--- config.mk ---
export PLATFORM = sky130hd
export DESIGN_NAME = imm_gen_pipe_flat
export DESIGN_NICKNAME = d
export VERILOG_FILES = /design/src/rtl/imm_gen_pkg.sv /design/src/rtl/imm_gen_pipe_if.sv /design/src/rtl/imm_decode_comb.sv /design/src/rtl/imm_gen_pipe.sv /design/src/flat_wrapper.sv
export SDC_FILE = /design/constraint.sdc
export NUM_CORES = 1
export LEC_CHECK = 0
export BUFFER_PORTS_ARGS = -buffer_cell sky130_fd_sc_hd__buf_2
export CAP_MARGIN = 25
export CORE_ASPECT_RATIO = 0.9
export CORE_MARGIN = 2
export CORE_UTILIZATION = 45
export DETAILED_ROUTE_END_ITERATION = 10
export PLACE_DENSITY = 0.75
export SLEW_MARGIN = 20
export SYNTH_ARGS = -nofsm -noshare
export SYNTH_HDL_FRONTEND = slang
export SYNTH_SLANG_ARGS = --single-unit
--- constraint.sdc ---
create_clock -name clk -period 2.6 [get_ports clk]
set_input_delay 0.52 -clock clk [delete_from_list [all_inputs] [get_ports clk]]
set_output_delay 0.52 -clock clk [all_outputs]
set_load 0.02 [all_outputs]
--- src/rtl/imm_gen_pkg.sv ---
// Shared opcode constants and immediate-format codes for the decode-stage immediate generator.
package imm_gen_pkg;

  localparam logic [6:0] OP_IMM   = 7'b0010011;
  localparam logic [6:0] OP_IMM32 = 7'b0011011;
  localparam logic [6:0] LOAD     = 7'b0000011;
  localparam logic [6:0] STORE    = 7'b0100011;
  localparam logic [6:0] BRANCH   = 7'b1100011;
  localparam logic [6:0] LUI      = 7'b0110111;
  localparam logic [6:0] AUIPC    = 7'b0010111;
  localparam logic [6:0] JAL      = 7'b1101111;
  localparam logic [6:0] JALR     = 7'b1100111;
  localparam logic [6:0] SYSTEM   = 7'b1110011;

  typedef enum logic [2:0] {
    FMT_NONE = 3'd0,
    FMT_I    = 3'd1,
    FMT_S    = 3'd2,
    FMT_B    = 3'd3,
    FMT_U    = 3'd4,
    FMT_J    = 3'd5,
    FMT_SH   = 3'd6,
    FMT_Z    = 3'd7
  } fmt_e;

endpackage

--- src/rtl/imm_gen_pipe_if.sv ---
// Input/output handshake bundle of imm_gen_pipe; master is the upstream/downstream side.
interface imm_gen_pipe_if
  import imm_gen_pkg::*;
#(
  parameter int unsigned XLEN  = 32,
  parameter int unsigned TAG_W = 32
);
  logic             in_valid;
  logic             in_ready;
  logic [31:0]      in_instr;
  logic [TAG_W-1:0] in_tag;
  logic             out_valid;
  logic             out_ready;
  logic [XLEN-1:0]  out_imm;
  fmt_e             out_fmt;
  logic             out_noimm;
  logic [TAG_W-1:0] out_tag;

  modport master (
    output in_valid, in_instr, in_tag, out_ready,
    input  in_ready, out_valid, out_imm, out_fmt, out_noimm, out_tag
  );

  modport slave (
    input  in_valid, in_instr, in_tag, out_ready,
    output in_ready, out_valid, out_imm, out_fmt, out_noimm, out_tag
  );
endinterface

--- src/rtl/imm_decode_comb.sv ---
// Pure combinational RV32I/RV64I immediate decoder; builds a 32-bit immediate, then extends to XLEN.
module imm_decode_comb
  import imm_gen_pkg::*;
#(
  parameter int unsigned XLEN = 32
) (
  input  logic [31:0]     instr_i,
  output logic [XLEN-1:0] imm_o,
  output fmt_e            fmt_o,
  output logic            noimm_o
);
  logic [6:0]  opcode;
  logic [2:0]  funct3;
  logic [31:0] raw;
  logic        sext;

  always_comb begin
    opcode = instr_i[6:0];
    funct3 = instr_i[14:12];
    fmt_o  = FMT_NONE;
    raw    = '0;
    sext   = 1'b1;
    case (opcode)
      OP_IMM: begin
        if (funct3 == 3'b001 || funct3 == 3'b101) begin
          fmt_o = FMT_SH;
          sext  = 1'b0;
          raw   = (XLEN == 64) ? {26'b0, instr_i[25:20]} : {27'b0, instr_i[24:20]};
        end else begin
          fmt_o = FMT_I;
          raw   = {{20{instr_i[31]}}, instr_i[31:20]};
        end
      end
      OP_IMM32: begin
        // Word ops only exist on RV64; on RV32 the opcode decodes as no-immediate.
        if (XLEN == 64) begin
          if (funct3 == 3'b001 || funct3 == 3'b101) begin
            fmt_o = FMT_SH;
            sext  = 1'b0;
            raw   = {27'b0, instr_i[24:20]};
          end else begin
            fmt_o = FMT_I;
            raw   = {{20{instr_i[31]}}, instr_i[31:20]};
          end
        end
      end
      LOAD, JALR: begin
        fmt_o = FMT_I;
        raw   = {{20{instr_i[31]}}, instr_i[31:20]};
      end
      STORE: begin
        fmt_o = FMT_S;
        raw   = {{20{instr_i[31]}}, instr_i[31:25], instr_i[11:7]};
      end
      BRANCH: begin
        fmt_o = FMT_B;
        raw   = {{19{instr_i[31]}}, instr_i[31], instr_i[7], instr_i[30:25], instr_i[11:8], 1'b0};
      end
      LUI, AUIPC: begin
        fmt_o = FMT_U;
        raw   = {instr_i[31:12], 12'b0};
      end
      JAL: begin
        fmt_o = FMT_J;
        raw   = {{11{instr_i[31]}}, instr_i[31], instr_i[19:12], instr_i[20], instr_i[30:21], 1'b0};
      end
      SYSTEM: begin
        if (funct3[2]) begin
          fmt_o = FMT_Z;
          sext  = 1'b0;
          raw   = {27'b0, instr_i[19:15]};
        end
      end
      default: ;
    endcase
    noimm_o = (fmt_o == FMT_NONE);
    imm_o   = sext ? XLEN'($signed(raw)) : XLEN'(raw);
  end
endmodule

--- src/rtl/imm_gen_pipe.sv ---
// Decode-stage immediate generator: combinational decode into a main output register plus skid.
module imm_gen_pipe
  import imm_gen_pkg::*;
#(
  parameter int unsigned XLEN  = 32,
  parameter int unsigned TAG_W = 32
) (
  input  logic           clk,
  input  logic           rst,
  input  logic           flush,
  imm_gen_pipe_if.slave  bus
);
  // Encoding chosen so out_valid and in_ready are direct state-flop bits.
  typedef enum logic [1:0] {
    StEmpty = 2'b00,
    StFull  = 2'b01,
    StSkid  = 2'b11
  } state_e;

  state_e           state_q, state_d;
  logic             in_hs, out_hs;
  logic             load_main, load_skid, move_skid;

  logic [XLEN-1:0]  dec_imm;
  fmt_e             dec_fmt;
  logic             dec_noimm;

  logic [XLEN-1:0]  imm_q, skid_imm_q;
  fmt_e             fmt_q, skid_fmt_q;
  logic             noimm_q, skid_noimm_q;
  logic [TAG_W-1:0] tag_q, skid_tag_q;

  imm_decode_comb #(
    .XLEN(XLEN)
  ) u_decode (
    .instr_i (bus.in_instr),
    .imm_o   (dec_imm),
    .fmt_o   (dec_fmt),
    .noimm_o (dec_noimm)
  );

  assign bus.in_ready  = ~state_q[1];
  assign bus.out_valid = state_q[0];
  assign bus.out_imm   = imm_q;
  assign bus.out_fmt   = fmt_q;
  assign bus.out_noimm = noimm_q;
  assign bus.out_tag   = tag_q;

  assign in_hs  = bus.in_valid & bus.in_ready;
  assign out_hs = bus.out_valid & bus.out_ready;

  always_comb begin
    state_d   = state_q;
    load_main = 1'b0;
    load_skid = 1'b0;
    move_skid = 1'b0;
    case (state_q)
      StEmpty: begin
        if (in_hs) begin
          load_main = 1'b1;
          state_d   = StFull;
        end
      end
      StFull: begin
        if (in_hs && out_hs) begin
          load_main = 1'b1;
        end else if (in_hs) begin
          load_skid = 1'b1;
          state_d   = StSkid;
        end else if (out_hs) begin
          state_d = StEmpty;
        end
      end
      StSkid: begin
        if (out_hs) begin
          move_skid = 1'b1;
          state_d   = StFull;
        end
      end
      default: state_d = StEmpty;
    endcase
    // Flush wins over any same-cycle transfer; the accepted word is dropped.
    if (flush) begin
      state_d   = StEmpty;
      load_main = 1'b0;
      load_skid = 1'b0;
      move_skid = 1'b0;
    end
  end

  always_ff @(posedge clk) begin
    if (rst) begin
      state_q      <= StEmpty;
      imm_q        <= '0;
      fmt_q        <= FMT_NONE;
      noimm_q      <= 1'b0;
      tag_q        <= '0;
      skid_imm_q   <= '0;
      skid_fmt_q   <= FMT_NONE;
      skid_noimm_q <= 1'b0;
      skid_tag_q   <= '0;
    end else begin
      state_q <= state_d;
      if (load_main) begin
        imm_q   <= dec_imm;
        fmt_q   <= dec_fmt;
        noimm_q <= dec_noimm;
        tag_q   <= bus.in_tag;
      end else if (move_skid) begin
        imm_q   <= skid_imm_q;
        fmt_q   <= skid_fmt_q;
        noimm_q <= skid_noimm_q;
        tag_q   <= skid_tag_q;
      end
      if (load_skid) begin
        skid_imm_q   <= dec_imm;
        skid_fmt_q   <= dec_fmt;
        skid_noimm_q <= dec_noimm;
        skid_tag_q   <= bus.in_tag;
      end
    end
  end
endmodule

--- src/flat_wrapper.sv ---
// flat-port wrapper written by rule: the top's interface ports become plain ports
module imm_gen_pipe_flat import imm_gen_pkg::*;
#(
  parameter int unsigned XLEN  = 32,
  parameter int unsigned TAG_W = 32
)
  (clk, rst, flush, bus_in_valid, bus_in_instr, bus_in_tag, bus_out_ready, bus_in_ready, bus_out_valid, bus_out_imm, bus_out_fmt, bus_out_noimm, bus_out_tag);
  imm_gen_pipe_if #(.XLEN(XLEN), .TAG_W(TAG_W)) bus_i ();
  input  logic clk;
  input  logic rst;
  input  logic flush;
  input wire logic [$bits(bus_i.in_valid)-1:0] bus_in_valid;
  input wire logic [$bits(bus_i.in_instr)-1:0] bus_in_instr;
  input wire logic [$bits(bus_i.in_tag)-1:0] bus_in_tag;
  input wire logic [$bits(bus_i.out_ready)-1:0] bus_out_ready;
  output wire logic [$bits(bus_i.in_ready)-1:0] bus_in_ready;
  output wire logic [$bits(bus_i.out_valid)-1:0] bus_out_valid;
  output wire logic [$bits(bus_i.out_imm)-1:0] bus_out_imm;
  output wire logic [$bits(bus_i.out_fmt)-1:0] bus_out_fmt;
  output wire logic [$bits(bus_i.out_noimm)-1:0] bus_out_noimm;
  output wire logic [$bits(bus_i.out_tag)-1:0] bus_out_tag;
  assign bus_i.in_valid = bus_in_valid;
  assign bus_i.in_instr = bus_in_instr;
  assign bus_i.in_tag = bus_in_tag;
  assign bus_i.out_ready = bus_out_ready;
  assign bus_in_ready = bus_i.in_ready;
  assign bus_out_valid = bus_i.out_valid;
  assign bus_out_imm = bus_i.out_imm;
  assign bus_out_fmt = bus_i.out_fmt;
  assign bus_out_noimm = bus_i.out_noimm;
  assign bus_out_tag = bus_i.out_tag;
  imm_gen_pipe #(.XLEN(XLEN), .TAG_W(TAG_W)) u_core (.clk(clk), .rst(rst), .flush(flush), .bus(bus_i));
endmodule
# [After elaboration in Yosys (flattened, before gate mapping)]
# Cells that the tools add are included.
[word_totals] input_bits=69 regBits=138 elab_cells=68
[op_classes] bitwise_logic=3 n_reduce_logical=9 muxes=30 n_eq_ne=17
[op_table] cell="case mux 32 bit (7 select lines)" count=1
[op_table] cell="two-way mux 32 bit" count=5
[op_table] cell="equality test 7 bit, second input constant" count=4
[op_table] cell="case mux 3 bit (7 select lines)" count=1
[op_table] cell="equality test 7 x 5 -> 1 bit, second input constant" count=2
[op_table] cell="equality test 7 x 6 -> 1 bit, second input constant" count=2
[op_table] cell="two-way mux 3 bit" count=4
[op_table] cell="two-way mux 1 bit" count=11
[op_table] cell="two-way mux 2 bit" count=5
[op_table] cell="equality test 7 x 2 -> 1 bit, second input constant" count=1
[op_table] cell="case mux 2 bit (3 select lines)" count=1
[op_table] cell="OR reduction 2 bit" count=3
[op_table] cell="two-way mux 5 bit" count=1
[op_table] cell="!= test 2 x 1 -> 1 bit, second input constant" count=2
[op_table] cell="AND reduction 4 bit" count=1
[op_table] cell="equality test 3 x 1 -> 1 bit, second input constant" count=1
[op_table] cell="equality test 3 bit, second input constant" count=1
[op_table] cell="logical NOT 3 bit" count=1
[op_table] cell="!= test 3 x 1 -> 1 bit, second input constant" count=1
[op_table] cell="AND 1 bit" count=2
[op_table] cell="equality test 2 x 1 -> 1 bit, second input constant" count=1
[op_table] cell="equality test 2 bit, second input constant" count=1
[op_table] cell="logical NOT 2 bit" count=1
[op_table] cell="!= test 2 bit, second input constant" count=1
[op_table] cell="other kinds (5)" count=5

# [Depth between registers and ports, before layout]
# Gate-level depths: netlist (run 1).
[depth] ltp_word=7 mapped_depth=8 mapped_depth_nobuf=7

# [Modules after synthesis]
# A second synthesis (run 1) with hierarchy kept.
[hier_totals] hier_cells=659 hier_area_um2=5871.9
[modules_own_cells] module="imm_gen_pipe" area_each_um2=5182.5 instances=1 seq_area_each_um2=2762.6 cells_each=554
[modules_own_cells] module="imm_decode_comb" area_each_um2=689.4 instances=1 seq_area_each_um2=0.0 cells_each=105

# [Worst setup path after synthesis (run 1)]
# No wires, ideal clock.
[synth_timing] kind="register to register" from="register u_core.state_q[0]" to="register u_core.noimm_q, in the netlist u_core.bus.out_noimm" setup_time_ns=0.091 t_arrival_ns=1.881 stages_incl_launch_ff=9 period_less_slack_ns=1.972 required_ns=2.509 setup_slack_ns=0.628 path_cell_list="dfxtp_1 > inv_1 > ha_1 > a31oi_1 > or3_1 > clkbuf_1 > buf_2 > a31oi_1 > a311oi_1"
[synth_via] elab_chain_len=6 word_cells_on_any_way=13
[synth_rtl] item="from (decl)" line_no="imm_gen_pipe.sv:20" text="state_e state_q, state_d;"
[synth_rtl] item="from (signal assigned)" line_no="imm_gen_pipe.sv:93" text="state_q <= StEmpty;"
[synth_rtl] item="from (signal assigned)" line_no="imm_gen_pipe.sv:103" text="state_q <= state_d;"
[synth_rtl] item="AND 1 bit" line_no="imm_gen_pipe.sv:50" text="assign out_hs = bus.out_valid & bus.out_ready;"
[synth_rtl] item="logical AND 1 bit" line_no="imm_gen_pipe.sv:65" text="if (in_hs && out_hs) begin"
[synth_rtl] item="two-way mux 1 bit" line_no="imm_gen_pipe.sv:65"
[synth_rtl] item="case mux 1 bit (2 select lines)" line_no="imm_gen_pipe.sv:57" text="case (state_q)"
[synth_rtl] item="two-way mux 1 bit" line_no="imm_gen_pipe.sv:83" text="if (flush) begin"
[synth_rtl] item="two-way mux 1 bit or nonzero test 2 bit (tied branches)"
[synth_rtl] item="to (signal assigned)" line_no="imm_gen_pipe.sv:107" text="noimm_q <= dec_noimm;"
[synth_rtl] item="to (signal assigned)" line_no="imm_gen_pipe.sv:112" text="noimm_q <= skid_noimm_q;"
[synth_rtl] item="to (decl)" line_no="imm_gen_pipe.sv:30" text="logic noimm_q, skid_noimm_q;"
# Several ways; a longest one is shown, not always the timed one.
# A chain may end at the register's enable or synchronous reset.

# [Worst setup path in the final report (run 1)]
[layout_timing] from="register u_core.state_q[0]" to="register u_core.tag_q[7], in the netlist u_core.bus.out_tag[7]"
[layout_via] elab_chain_len=6 word_cells_on_any_way=13
[layout_rtl] item="AND 1 bit" line_no="imm_gen_pipe.sv:50"
[layout_rtl] item="logical AND 1 bit" line_no="imm_gen_pipe.sv:65"
[layout_rtl] item="two-way mux 1 bit" line_no="imm_gen_pipe.sv:65"
[layout_rtl] item="case mux 1 bit (2 select lines)" line_no="imm_gen_pipe.sv:57"
[layout_rtl] item="two-way mux 1 bit" line_no="imm_gen_pipe.sv:83"
[layout_rtl] item="two-way mux 32 bit or nonzero test 2 bit (tied branches)"
[layout_rtl] item="to (signal assigned)" line_no="imm_gen_pipe.sv:108" text="tag_q <= bus.in_tag;"
[layout_rtl] item="to (signal assigned)" line_no="imm_gen_pipe.sv:113" text="tag_q <= skid_tag_q;"
[layout_rtl] item="to (decl)" line_no="imm_gen_pipe.sv:31" text="logic [TAG_W-1:0] tag_q, skid_tag_q;"
# Several ways; a longest one is shown, not always the timed one.

==> run summary, run 1 <==
Synthesis-stage register bit count = 138
Die height = 112 microns
Largest net degree at the start of global routing = 98
CP Capture Type = flip-flop
Global-route usage over all layers = 22.2%
FMAX = 0.461 GHz
Initial antenna violation count = 0
WL final = 15700 microns
Area growth, synth to finish = 23.2%
I/O pins = 139
Root buffer cell = clkbuf_16
Multi-input logic area = 2700 sq um
Core area = 12700 sq um
Mapped Nets = 751
Setup bufs post-CTS = 0
Initial DRC Count = 628
Hold_buf cts = 0
Critical Path AT = 2.47 ns
Layout Skew = 0.00893 ns
Compound-cell area share of the yosys netlist = 25.4%
Cts repair resizes = 0
Sink Count = 138
LEAKAGE = 3.05 nW
# rows = 39
Slew Limit Fails = 0
Crit-path slowest cell = dfxtp_1
Gp weighted congestion = 0.870
Worst-skew pair later-pin latency = 0.42 ns
R2R Setup Slk = 0.43 ns
Die W = 124 microns
DRC violations left = 0
Routed Antenna Nets = 0
Synthesized area = 5860 sq um
Max Cap Viol = 0
Top cells by count, synth = nand2_1 (159), dfxtp_1 (138), a21oi_1 (69), a222oi_1 (37), inv_1 (37)
Critical Path RT = 2.90 ns
Number of flops mapped to enable cells by yosys = 0
Final nets = 862
Critical path startpoint category = flip-flop
Area share of and/or/nand/nor cells after synthesis = 18.9%
Post-synthesis cell count = 678
Register area share after synthesis = 47.1%
Area leader, netlist = dfxtp_1
Final worst setup slack = 0.429 ns
Filler cell count = 1206
CTS Buf Count = 17
Routed WL per cell = 16.3 microns
Crit-path cells = inv_1 > ha_1 > a31oi_1 > nor4_2 > buf_4 > a222oi_1 > inv_1
Critical Path Max Stage Delay = 0.48 ns
Peak supply drop = 0.000425 V
Port Buffer Count = 138
Most frequent CP cell = inv_1
Multiplexer share of the synthesized area = 0.533%
CTS tree = built
Most numerous cell in the Yosys netlist = nand2_1
Asr flop ratio synth = 0%
Syn. warnings = 0
Post-synthesis cell type count = 52
Detail-routed via count per cell = 5.60
Largest family of logic cells by synthesized area = compound AO/OA/AOI/OAI gates
Antenna Cells = 0
Crit path max fanout = 32
Final min period = 2.17 ns
RSZ-0062 raised after global routing = false
Main synth FF type = dfxtp_1
Place WS = 0.449 ns
Initial Util = 46.2%
Setup TNS = 0 ns
Outcome = finished clean
First-pass GRT wire length = 25200 microns
Slew of the pin with the lowest slew margin = 0.723 ns
Share of cells above drive strength 1 = 29.3%
Post-synth top area share = 47.1%
Slew margin rel. = 51.8%
Pwr Density = 727 nW/um^2
Bufs on Longest Clock Path = 2
DP HPWL = 9900 microns
Fin crit share = 83.5%
Post-Layout Inst Area = 7230 sq um
Vias in the first global route = 4846
Global route overflow = 0
Sequential cell area = 2760 sq um
Setup CP Type = flip-flop to flip-flop
Fin. Hold Viols = 0
Post-Synth Adder-Cell Area = 0.853%
Final Setup Violations = 0
Vias = 5397
Die Area = 14000 sq um
Dpl cell area = 6650 sq um
Top cells by area, synth = dfxtp_1 (47%), nand2_1 (10%), a222oi_1 (6.3%)
Synth Area in XOR/XNOR = 0%
Number of H-tree levels = 4
Pre-antenna DRT Iters = 8
Min-Delay Path Class = input pin to flip-flop
Syn avg cell area = 8.65 sq um
Clk pin slew, worst setup/hold paths = 0.06 ns
==> registers in the layout (all words and copies together) (netlist names), 2 cells and up <==
name / cells
u_core.bus.out_tag: 32
u_core.skid_tag_q: 32
u_core.skid_imm_q: 32
u_core.state_q: 2
u_core.bus.out_fmt: 3
u_core.bus.out_imm: 32
u_core.skid_fmt_q: 3
==> area by class of cell <==
class                           count  share of cell area [%]
Tap cell                          164                    2.84
Clock inverter                     13                    2.15
Sequential cell                   138                    38.2
Clock buffer                       17                    5.89
Timing Repair Buffer              152                    11.6
Multi-Input combinational cell    443                    37.4
Inverter                           37                    1.92
==> worst paths after layout <==
kind | startpoint | to | cells past startpoint
min reg2reg | u_core.skid_tag_q[31] | u_core.skid_tag_q[31] | 2
min | bus_in_tag[25] | u_core.bus.out_tag[25] | 3
max reg2reg | u_core.state_q[0] | u_core.bus.out_tag[7] | 7
max | u_core.state_q[0] | u_core.bus.out_tag[7] | 7
==> cell usage in the layout, fill, tap and decap left out, types with 4 or more instances in the layout <==
| cell | instances |
|---|---|
| clkinv_2 | 5 |
| inv_1 | 37 |
| buf_4 | 12 |
| a21oi_1 | 69 |
| buf_2 | 137 |
| clkbuf_16 | 17 |
| a211oi_1 | 18 |
| a31oi_1 | 13 |
| nor2_1 | 34 |
| dfxtp_1 | 138 |
| a222oi_1 | 37 |
| and3_1 | 4 |
| nand2_1 | 159 |
| ha_1 | 4 |
| a311oi_1 | 10 |
| a311oi_2 | 9 |
| a31o_2 | 24 |
| nand3_1 | 9 |
==> routing by layer <==
layer / GRT usage (%) / vias up / part of all wire [%]
met5: 0 / - / 0
met4: 8.99 / 0 / 2.2
met3: 4.96 / 28 / 6.8
met2: 32.5 / 201 / 45
met1: 31.9 / 2506 / 47
li1: - / 2662 / -
==> cells by family after synthesis <==
group / Yosys count
compound gates: 193
simple gates: 243
fa+ha+maj: 4
mux: 3
buf+inv: 97
flops: 138
==> power by group <==
part	internal, W	switching [W]
logic	0.000228	0.000382
clock network	0.00149	0.000891
registers	0.00222	0.0000535
total	0.00393	0.00133
==> per-stage QoR <==
step | utilization, % | cells | hold WS [ns] | power, W
2_1_floorplan | - | 678 | 0.432 | 0.00270
3_3_place_gp | 52.4 | 934 | 0.440 | 0.00291
3_5_place_dp | 52.4 | 934 | 0.446 | 0.00292
4_1_cts | 57.0 | 964 | 0.328 | 0.00527
5_1_grt | 57.0 | 964 | 0.336 | 0.00545
6_report | 57.0 | 964 | 0.331 | 0.00526
==> critical path: cells and delay by family (launching register included) <==
family / cells / cell delay [ns]
simple gates: 1 / 0.12
fa+ha+maj: 1 / 0.25
buf+inv: 3 / 0.47
flops: 1 / 0.48
compound gates: 2 / 0.74
No activity file was read; power rests on OpenSTA's default activity.
==> inputs of run 2 (changes only) <==
==> constraint.sdc (replaced) <==
create_clock -name clk -period 2.2 [get_ports clk]
set_input_delay 0.44 -clock clk [delete_from_list [all_inputs] [get_ports clk]]
set_output_delay 0.44 -clock clk [all_outputs]
set_load 0.02 [all_outputs]
==> run summary, run 2 (synthesis results as in run 1) <==
Number of H-tree levels = 4
Largest net degree at the start of global routing = 65
WL final = 15600 microns
Clk pin slew, worst setup/hold paths = 0.06 ns
Initial antenna violation count = 0
Max Cap Viol = 0
Filler cell count = 1143
Share of cells above drive strength 1 = 30.1%
FMAX = 0.498 GHz
Die height = 112 microns
Final min period = 2.01 ns
R2r startpoint = u_core.state_q[1]
Flop pwr share = 42.6%
CTS tree = built
Peak supply drop = 0.000570 V
# rows = 39
Bufs on Longest Clock Path = 2
Core area = 12700 sq um
Psw = 0.00159 W
Combinational fraction of design power = 11.8%
Area growth, synth to finish = 25.5%
Met3 WL = 1080 microns
Critical Path AT = 2.30 ns
First-pass GRT wire length = 25300 microns
Worst Min Path Start = bus_in_tag[24]
Outcome = finished clean
Vias in the first global route = 5066
CP Capture Type = flip-flop
Setup TNS = 0 ns
Pint = 0.00471 W
Most common cell after layout, fill and taps aside = nand2_1
Slew margin rel. = 59.4%
Fin. Hold Viols = 0
Initial DRC Count = 699
DR WL met2 = 7020 microns
Gp weighted congestion = 0.874
Root buffer cell = clkbuf_16
Slew Limit Fails = 0
Routed WL per cell = 16.0 microns
CTS Buf Count = 17
LEAKAGE = 3.11 nW
Critical path startpoint = u_core.state_q[1]
DP HPWL = 10500 microns
Worst-skew pair later-pin latency = 0.42 ns
I/O pins = 139
Clock Power Share = 45.6%
Overall Power = 0.00629 W
Port Buffer Count = 138
Net Sw Frac = 25.2%
Min-Delay Path Class = input pin to flip-flop
Sink Count = 138
Global-route usage over all layers = 22.1%
RSZ-0062 raised after global routing = false
Slew of the pin with the lowest slew margin = 0.609 ns
Final Setup Violations = 0
Antenna Cells = 0
Detail-routed via count per cell = 5.64
Crit path max fanout = 5
Pwr Density = 855 nW/um^2
DRC violations left = 0
Global route overflow = 0
Layout Skew = 0.00437 ns
Critical path startpoint category = flip-flop
Critical Path RT = 2.49 ns
Vias = 5499
Hold_buf cts = 0
Highest Signal Layer = met4
Initial Util = 46.2%
Die Area = 14000 sq um
Met1 Routed Length = 7180 microns
Setup CP Type = flip-flop to flip-flop
Most frequent cells in the layout = nand2_1 (159), dfxtp_1 (138), buf_2 (137)
Pre-antenna DRT Iters = 7
Fin crit share = 91.3%
Final nets = 872
Routed Antenna Nets = 0
Die W = 124 microns
[run 2: cell count changes in the layout (fill, tap and decap cells not counted), sizes merged]
cell and delta:
buf +10, clkbuf +3, clkinvlp +1, clkinv -3
[run 2: worst paths after layout]
check                           slack, ns                endpoint  cells after the start
worst max-delay path                 0.19    u_core.skid_fmt_q[2]                      6
worst min-delay path                 0.26  u_core.bus.out_tag[24]                      3
worst max register to register       0.19    u_core.skid_fmt_q[2]                      6
worst min register to register       0.45   u_core.skid_tag_q[13]                      2
[run 2: power groups by stage]
stage / clock network [W] / registers, W / logic (W)
finish: 0.00287 / 0.00268 / 0.000742
global route: 0.00300 / 0.00269 / 0.000806
CTS: 0.00290 / 0.00268 / 0.000735
detailed placement: 0 / 0.00273 / 0.000731
global placement: 0 / 0.00273 / 0.000726
floorplan: 0 / 0.00284 / 0.000348
[run 2: layer usage]
metal / global-route usage, % / up-vias
li1: - / 2685
met1: 30.6 / 2567
met2: 33.3 / 217
met3: 4.91 / 30
met4: 9.89 / 0
met5: 0 / -
[run 2: stage by stage]
stage | hold slack (ns) | instances | setup WS [ns] | utilization (%) | area, sq um
after floorplan | 0.432 | 678 | 0.228 | - | 5860
after global placement | 0.439 | 943 | 0.208 | 53.2 | 6750
after detailed placement | 0.447 | 943 | 0.192 | 53.2 | 6750
after CTS | 0.251 | 974 | 0.181 | 57.9 | 7350
after global routing | 0.261 | 975 | 0.0436 | 58.0 | 7360
final | 0.260 | 975 | 0.191 | 58.0 | 7360
[run 2: cell type report]
| cell class | count | area, sq um | share of cell area [%] |
|---|---|---|---|
| Clock buffer | 20 | 447 | 6.07 |
| Clock inverter | 11 | 148 | 2.01 |
| Inverter | 37 | 139 | 1.89 |
| Multi-Input combinational cell | 443 | 2710 | 36.8 |
| Sequential cell | 138 | 2760 | 37.5 |
| Tap cell | 164 | 205 | 2.79 |
| Timing Repair Buffer | 162 | 948 | 12.9 |
[run 2: what timing repair did]
| item | CTS | global route |
|---|---|---|
| endpoints found under the setup margin | 0 | 30 |
| buffers inserted | 0 | 1 |
| gates resized for setup | 0 | 1 |
[run 2: worst max-delay path: stages, from the launching register on]
cell	delay (ns)
dfxtp_1	0.34
inv_1	0.12
ha_1	0.24
nand3b_1	0.17
or3b_2	0.55
nor4_1	0.38
nor3_1	0.08
==> inputs of run 3 (changes only) <==
--- a/config.mk
+++ b/config.mk
@@ -12,6 +12,7 @@
 export CORE_UTILIZATION = 45
 export DETAILED_ROUTE_END_ITERATION = 10
 export PLACE_DENSITY = 0.75
+export REMOVE_ABC_BUFFERS = 1
 export SLEW_MARGIN = 20
 export SYNTH_ARGS = -nofsm -noshare
 export SYNTH_HDL_FRONTEND = slang
==> run summary, run 3 (synthesis results as in run 1) <==
First-pass GRT wire length = 25100 microns
WL final = 15700 microns
Initial antenna violation count = 0
Sequential cell area = 2760 sq um
Global-route usage over all layers = 22.0%
Detail-routed via count per cell = 5.70
Worst-skew pair later-pin latency = 0.42 ns
Root buffer cell = clkbuf_16
Crit path max fanout = 10
Min-Delay Path Class = input pin to flip-flop
Slew Limit Fails = 0
Clk pin slew, worst setup/hold paths = 0.06 ns
Routed WL per cell = 16.2 microns
Fin. Hold Viols = 0
DRC violations left = 0
Critical Path AT = 2.34 ns
Hold Path Stages = 3
Dpl cell area = 6740 sq um
Worst Min Path Start = bus_in_tag[10]
Number of H-tree levels = 4
I/O pins = 139
Slew margin rel. = 67.3%
Outcome = finished clean
Port Buffer Count = 138
Cts repair resizes = 0
Hold_buf cts = 0
Initial Util = 46.2%
Gp weighted congestion = 0.858
Critical Path RT = 2.49 ns
Bufs on Longest Clock Path = 2
Crit-path slowest cell = or3b_2
Critical path startpoint category = flip-flop
R2R Setup Slk = 0.14 ns
Slew of the pin with the lowest slew margin = 0.490 ns
Met1 Routed Length = 7120 microns
Routed Antenna Nets = 0
Levels on crit path = 6
Pre-antenna DRT Iters = 9
DR WL met2 = 7140 microns
RSZ-0062 raised after global routing = false
Placed Cells = 937
Peak supply drop = 0.000498 V
Critical Path Max Stage Delay = 0.65 ns
DP HPWL = 10100 microns
Max Cap Viol = 0
Core area = 12700 sq um
Most frequent cells in the layout = nand2_1 (159), dfxtp_1 (138), buf_2 (137)
Most common cell after layout, fill and taps aside = nand2_1
Final nets = 865
Pwr Density = 828 nW/um^2
Non-Filler Instances = 969
CTS tree = built
Vias in the first global route = 4955
CP Capture Type = flip-flop
Die W = 124 microns
Bufs and invs on worst path = 1
Setup bufs post-CTS = 0
Final core occ = 57.5%
Sink Count = 138
Fin crit share = 93.5%
Share of cells above drive strength 1 = 29.3%
Setup CP Type = flip-flop to flip-flop
LEAKAGE = 3.08 nW
Highest Signal Layer = met4
R2r startpoint = u_core.state_q[1]
CTS Buf Count = 17
Global route overflow = 0
Vias = 5521
Die Area = 14000 sq um
Reg-to-reg endpoint = u_core.skid_fmt_q[2]
Critical path's top delay family = simple AND/OR/NAND/NOR gates
Final min period = 2.06 ns
Filler cell count = 1155
Initial DRC Count = 620
Post-Layout Inst Area = 7290 sq um
Final Setup Violations = 0
FMAX = 0.486 GHz
Multi-input logic area = 2700 sq um
Worst R2R Path Depth = 6
Layout Skew = 0.00681 ns
Die height = 112 microns
Crit-path cells = inv_1 > ha_1 > nand3b_1 > or3b_2 > nor4_1 > nor3_1
Met3 WL = 1240 microns
Largest net degree at the start of global routing = 107
Area growth, synth to finish = 24.3%
# rows = 39
Antenna Cells = 0
WHS Endpoint = u_core.bus.out_tag[10]
==> run 3: cell count changes in the layout (fill, tap and decap cells not counted), moves of 2 or more <==
cell,change
bufinv_16,-3
buf_4,-10
clkbuf_8,+4
clkinv_2,+3
buf_12,+3
clkinv_4,-2
clkinvlp_4,-2
==> run 3: area by class of cell <==
cell class	instances	area share, %
sequential	138	37.9
multi-input combinational	443	37.1
timing repair buffer	155	12.8
clock buffer	25	6.93
tap	164	2.81
inverter	37	1.91
clock inverter	7	0.549
==> run 3: worst max-delay path by stage <==
stage	startpoint	end	slack (ns)
detailed placement	u_core.state_q[1]	u_core.skid_fmt_q[2]	0.13
CTS	u_core.state_q[1]	u_core.skid_fmt_q[2]	0.12
global route	u_core.state_q[1]	u_core.skid_fmt_q[2]	0.03
global placement	bus_in_instr[3]	u_core.skid_imm_q[20]	0.23
floorplan	u_core.state_q[0]	u_core.skid_imm_q[22]	-4.99
finish	u_core.state_q[1]	u_core.skid_fmt_q[2]	0.14
==> run 3: worst reg2reg max path, cell delays in order, from the launching register on <==
cell and delay, ns:
dfxtp_1 0.33, inv_1 0.11, ha_1 0.22, nand3b_1 0.17, or3b_2 0.65, nor4_1 0.36
nor3_1 0.09
==> run 3: metrics by stage <==
stage	total power (W)	TNS, ns	setup slack, ns	hold slack [ns]
floorplan	0.00314	-394.79	-4.99	0.426
finish	0.00604	0	0.143	0.264
global placement	0.00346	0	0.233	0.439
global route	0.00627	0	0.0278	0.259
detailed placement	0.00348	0	0.132	0.446
CTS	0.00608	0	0.125	0.246
==> run 3: where the power goes <==
part           leakage [nW]  internal [W]  switching (W)
clock network         0.269       0.00158        0.00103
registers              1.12       0.00262      0.0000644
logic                  1.69      0.000285       0.000456
total                  3.08       0.00448        0.00155
==> run 3: layer usage <==
layer | GRT usage (%) | up-vias
met5 | 0 | -
met4 | 7.49 | 0
met3 | 6.15 | 18
met2 | 34.4 | 243
met1 | 29.6 | 2584
li1 | - | 2676
